===== config.mk =====
export PLATFORM = sky130hd
export DESIGN_NAME = serial_add_sched
export DESIGN_NICKNAME = d
export VERILOG_FILES = /design/src/rtl/serial_add_sched.sv
export SDC_FILE = /design/constraint.sdc
export NUM_CORES = 1
export LEC_CHECK = 0
export ABC_AREA = 0
export ABC_CLOCK_PERIOD_IN_PS = 2000
export BUFFER_PORTS_ARGS = -buffer_cell sky130_fd_sc_hd__buf_2
export CAP_MARGIN = 20
export CORE_ASPECT_RATIO = 1.5
export CORE_UTILIZATION = 51
export DETAILED_ROUTE_END_ITERATION = 8
export PLACE_DENSITY_LB_ADDON = 0.2
export SKIP_LAST_GASP = 1
export SYNTH_ARGS = -nofsm -noshare
export SYNTH_HDL_FRONTEND = slang
export SYNTH_SLANG_ARGS = --single-unit

===== constraint.sdc =====
create_clock -name clk -period 2 [get_ports clk]
set_input_delay 0.2 -clock clk [delete_from_list [all_inputs] [get_ports clk]]
set_output_delay 0.2 -clock clk [all_outputs]
set_load 0.005 [all_outputs]

===== src/rtl/serial_add_sched.sv =====
// Two requesters share one bit-serial adder. A round-robin arbiter picks the requester,
// and the adder then processes one bit per cycle, LSB first.

module half_adder (
  input  logic a,
  input  logic b,
  output logic s,
  output logic c
);
  assign s = a ^ b;
  assign c = a & b;
endmodule

module full_adder (
  input  logic a,
  input  logic b,
  input  logic ci,
  output logic s,
  output logic co
);
  logic s1, c1, c2;

  half_adder u_ha0 (.a(a),  .b(b),  .s(s1), .c(c1));
  half_adder u_ha1 (.a(s1), .b(ci), .s(s),  .c(c2));

  assign co = c1 | c2;
endmodule

module serial_add_sched #(
  parameter int WIDTH = 8
) (
  input  logic             clk,
  input  logic             rst,
  input  logic [1:0]       req,
  input  logic [WIDTH-1:0] a0,
  input  logic [WIDTH-1:0] b0,
  input  logic [WIDTH-1:0] a1,
  input  logic [WIDTH-1:0] b1,
  output logic [1:0]       gnt,
  output logic             busy,
  output logic             done,
  output logic             done_id,
  output logic [WIDTH-1:0] sum,
  output logic             cout
);

  localparam int CW = (WIDTH > 2) ? $clog2(WIDTH) : 1;
  localparam logic [CW-1:0] LAST_BIT = CW'(WIDTH - 1);

  typedef enum logic [1:0] {
    IDLE = 2'd0,
    ADD  = 2'd1,
    DONE = 2'd2
  } state_t;

  state_t state, state_next;

  logic             last_id;
  logic             cur_id;
  logic [WIDTH-1:0] op_a;
  logic [WIDTH-1:0] op_b;
  logic [WIDTH-1:0] res;
  logic             carry;
  logic [CW-1:0]    cnt;

  logic             accept;
  logic             finish;
  logic             grant_id;
  logic [1:0]       gnt_next;
  logic             fa_s;
  logic             fa_c;

  full_adder u_fa (
    .a  (op_a[0]),
    .b  (op_b[0]),
    .ci (carry),
    .s  (fa_s),
    .co (fa_c)
  );

  // Round-robin: a lone requester always wins; on contention the one not served last wins.
  always_comb begin
    grant_id = 1'b0;
    case (req)
      2'b01:   grant_id = 1'b0;
      2'b10:   grant_id = 1'b1;
      2'b11:   grant_id = ~last_id;
      default: grant_id = 1'b0;
    endcase
  end

  // NOTE: every always_comb output gets a default first so no path leaves it unassigned (no latch).
  always_comb begin
    state_next = state;
    accept     = 1'b0;
    finish     = 1'b0;
    case (state)
      IDLE: begin
        if (req != 2'b00) begin
          accept     = 1'b1;
          state_next = ADD;
        end
      end
      ADD: begin
        if (cnt == LAST_BIT) begin
          finish     = 1'b1;
          state_next = DONE;
        end
      end
      DONE:    state_next = IDLE;
      default: state_next = IDLE;
    endcase
  end

  assign gnt_next = accept ? (grant_id ? 2'b10 : 2'b01) : 2'b00;
  assign busy     = (state != IDLE);

  // NOTE: sequential state uses non-blocking assignments so every register samples pre-edge values.
  always_ff @(posedge clk) begin
    if (rst) state <= IDLE;
    else     state <= state_next;
  end

  // Handshake and result registers, visible to the requesters.
  always_ff @(posedge clk) begin
    if (rst) begin
      gnt     <= 2'b00;
      done    <= 1'b0;
      done_id <= 1'b0;
      sum     <= '0;
      cout    <= 1'b0;
      last_id <= 1'b1;
    end else begin
      gnt  <= gnt_next;
      done <= finish;
      if (accept) last_id <= grant_id;
      if (finish) begin
        sum     <= {fa_s, res[WIDTH-1:1]};
        cout    <= fa_c;
        done_id <= cur_id;
      end
    end
  end

  // NOTE: the shift registers are cleared on reset too, so an aborted operation leaves no residue.
  always_ff @(posedge clk) begin
    if (rst) begin
      op_a   <= '0;
      op_b   <= '0;
      res    <= '0;
      carry  <= 1'b0;
      cnt    <= '0;
      cur_id <= 1'b0;
    end else if (accept) begin
      op_a   <= grant_id ? a1 : a0;
      op_b   <= grant_id ? b1 : b0;
      carry  <= 1'b0;
      cnt    <= '0;
      cur_id <= grant_id;
    end else if (state == ADD) begin
      op_a  <= op_a >> 1;
      op_b  <= op_b >> 1;
      res   <= {fa_s, res[WIDTH-1:1]};
      carry <= fa_c;
      cnt   <= cnt + CW'(1);
    end
  end

endmodule


==> metrics.txt <==
Synth async-reset ratio 0%; post-CTS sizing 0; ys flop type dfxtp_1; RR Startpoint state[0]$_SDFFE_PP0P_; CP Cell Sequence or3b_1 > a21oi_2 > a221oi_1 > a211oi_2; CP Max Fanout 13; Max Fclk 556.1 MHz; RR Endpoint op_b[4]$_SDFFE_PP0P_; GR Overflow Total 0; Initial Util 54.25%; setup TNS 0 ps; Reg2Reg Setup Slack 200 ps; Final nets 301; most frequent cells in the layout nand2_1, buf_2, dfxtp_1; CTS root buffer clkbuf_8; Post-Syn Instances 217; slowest stage delay, CP 500 ps; Worst setup EP type register; crit path capture op_b[4]$_SDFFE_PP0P_; Final Hold Violating Endpoints 0; via-per-instance ratio 5.482; final setup violating endpoints 0; Hold WC Path Type input port to register; DRC errors left 0; PortBufs 49; Layout Skew 8.045 ps; Worst EP arrival 2020 ps; final instance area 0.002233 mm^2; post-CTS setup buffers 0; Syn Nets 256; clock sink total 44; critical path required time 2220 ps; area grow syn2layout 19.40%; CTS Buffer Depth 2; GRT Util Overall 22.58%; Ports 50; RSZ-0062 raised after global routing no; post-cts hold buffer count 0; CTS tree done; htree depth 2; GPL Wtd Cong 0.8022; Pwr per Cell Area 812.8 mW/mm^2; Die W 51.45 um; Die H 76.17 um; flops & latches, synth 44; Synth Warn # 0; Max Cap Viol 0; crit path time final 1798 ps; DRC marker count from the first detailed-route iteration 33; Post-Syn Area 0.001871 mm^2; Syn Area/Cell 8.620 um^2; die area 0.003919 mm^2; Routed Antenna Nets 0; Static Leakage 0.9329 nW; Max-slew headroom 57.36%; Final Max Tran Viols 0; largest net degree at the start of global routing 28; Core Area 0.003448 mm^2; outcome finished, final reports clean; Skew-Pair Late Insertion Delay 300 ps; Std-Cell Rows 26; peak supply drop 0.6962 mV; clock slew seen by the registers of the worst setup and hold paths 80 ps; layout cell share with drive strength beyond 1 27.38%; Avg WL per Cell 13.52 um; antenna fix cells 0; HPWL Detailed 2.836 mm; Reg2Reg Depth 4; critical path launch point type register; Yosys cell types 30; initial antenna violation count 0; WL final 4.125 mm; origin of the worst min-delay path b0[0]; period utilisation layout 89.91%; Post-synth EDFFs 0; number of buffers created by CTS 5; Slowest-stage cell, CP a21oi_2; Seq/Total Area, Yosys 47.09%; Worst Tran Pin Value 639.6 ps; crit path from state[0]$_SDFFE_PP0P_; critical path class register to register; first-pass GRT wire length 6.720 mm; commonest non-fill, non-tap cell in the layout nand2_1; dpl cell area 0.002126 mm^2; First-pass DRT Iterations 4; vias in the first global route 1592; via count 1672
area by class of cell:
class	count	area (um^2)
Fill cell	330	1215
Multi-Input combinational cell	157	909.6
Sequential cell	44	880.8
Timing Repair Buffer	54	282.8
Clock buffer	6	72.57
Tap cell	42	52.55
Clock inverter	2	35.03
per-stage QoR:
step / instances / total power, W / hold slack (ps) / utilization, % / setup WS (ps)
3_5_place_dp: 297 / 0.001165 / 447.4 / 61.65 / 242.7
6_report: 305 / 0.001815 / 149.5 / 64.77 / 201.8
2_1_floorplan: 217 / 0.001097 / 345.3 / - / 487.6
4_1_cts: 305 / 0.001819 / 148.6 / 64.77 / 225.5
5_1_grt: 305 / 0.001889 / 151.9 / 64.77 / 122.2
3_3_place_gp: 297 / 0.001163 / 440.3 / 61.65 / 285.6
how the worst min path moves through the flow:
stage | end | slack [ps] | cells after the start
final | op_b[0]$_SDFFE_PP0P_ | 150 | 3
after floorplan | op_b[1]$_SDFFE_PP0P_ | 350 | 2
after global routing | op_a[1]$_SDFFE_PP0P_ | 150 | 3
after global placement | sum[2]$_SDFFE_PP0P_ | 440 | 2
after detailed placement | sum[4]$_SDFFE_PP0P_ | 450 | 2
after CTS | op_b[0]$_SDFFE_PP0P_ | 150 | 3
per-layer routing:
layer | global-route usage, % | share of wire (%) | wire (um)
met1 | 23.39 | 42 | 1714
met2 | 40.13 | 51 | 2092
met3 | 6.986 | 5.5 | 225
met4 | 9.459 | 2.3 | 93
met5 | 0 | 0 | 0
where the power goes:
part           switching [W]  internal, W  total (W)
Combinational       0.000114    0.0000953   0.000209
Sequential         0.0000250     0.000913   0.000938
Clock               0.000297     0.000371   0.000668
cells by family (layout without fill, tap and decap cells):
| kind of cell | Yosys count | count (layout) | synth area share, % |
|---|---|---|---|
| AND/OR/NAND/NOR | 91 | 91 | 20.60 |
| buffers and inverters | 16 | 62 | 4.281 |
| adder cells (fa/ha/maj) | 3 | 3 | 2.408 |
| multiplexers | 2 | 2 | 1.070 |
| flip-flops | 44 | 44 | 47.09 |
| AO/OA/AOI/OAI | 60 | 60 | 24.08 |
| XOR/XNOR | 1 | 1 | 0.4683 |
state kept, by name (all words and copies together) (netlist names):
name,count
op_a,8
op_b,8
sum,8
res,7
cnt,3
gnt,2
state,2
carry,1
cout,1
cur_id,1
done,1
done_id,1
last_id,1
synth_stat cells, types with 2 or more instances:
library cell | number | area [um^2]
buf_4 | 2 | 15.01
ha_1 | 2 | 25.02
a221oi_1 | 12 | 105.1
a211oi_1 | 6 | 45.04
or3_1 | 3 | 18.77
a211oi_2 | 9 | 112.6
dfxtp_1 | 44 | 880.8
a22oi_1 | 2 | 15.01
nor2_1 | 23 | 86.33
o2bb2ai_1 | 2 | 17.52
nand2_1 | 55 | 206.5
or3b_1 | 2 | 17.52
nand2b_1 | 2 | 12.51
mux2i_1 | 2 | 20.02
clkbuf_1 | 8 | 30.03
buf_2 | 4 | 20.02
a21oi_1 | 26 | 130.1
critical path, delay by kind of cell (launching register included):
kind | cells | cell delay [ps]
flops | 1 | 370
compound gates | 3 | 910
simple gates | 1 | 430
(Power assumes the default switching activity.)
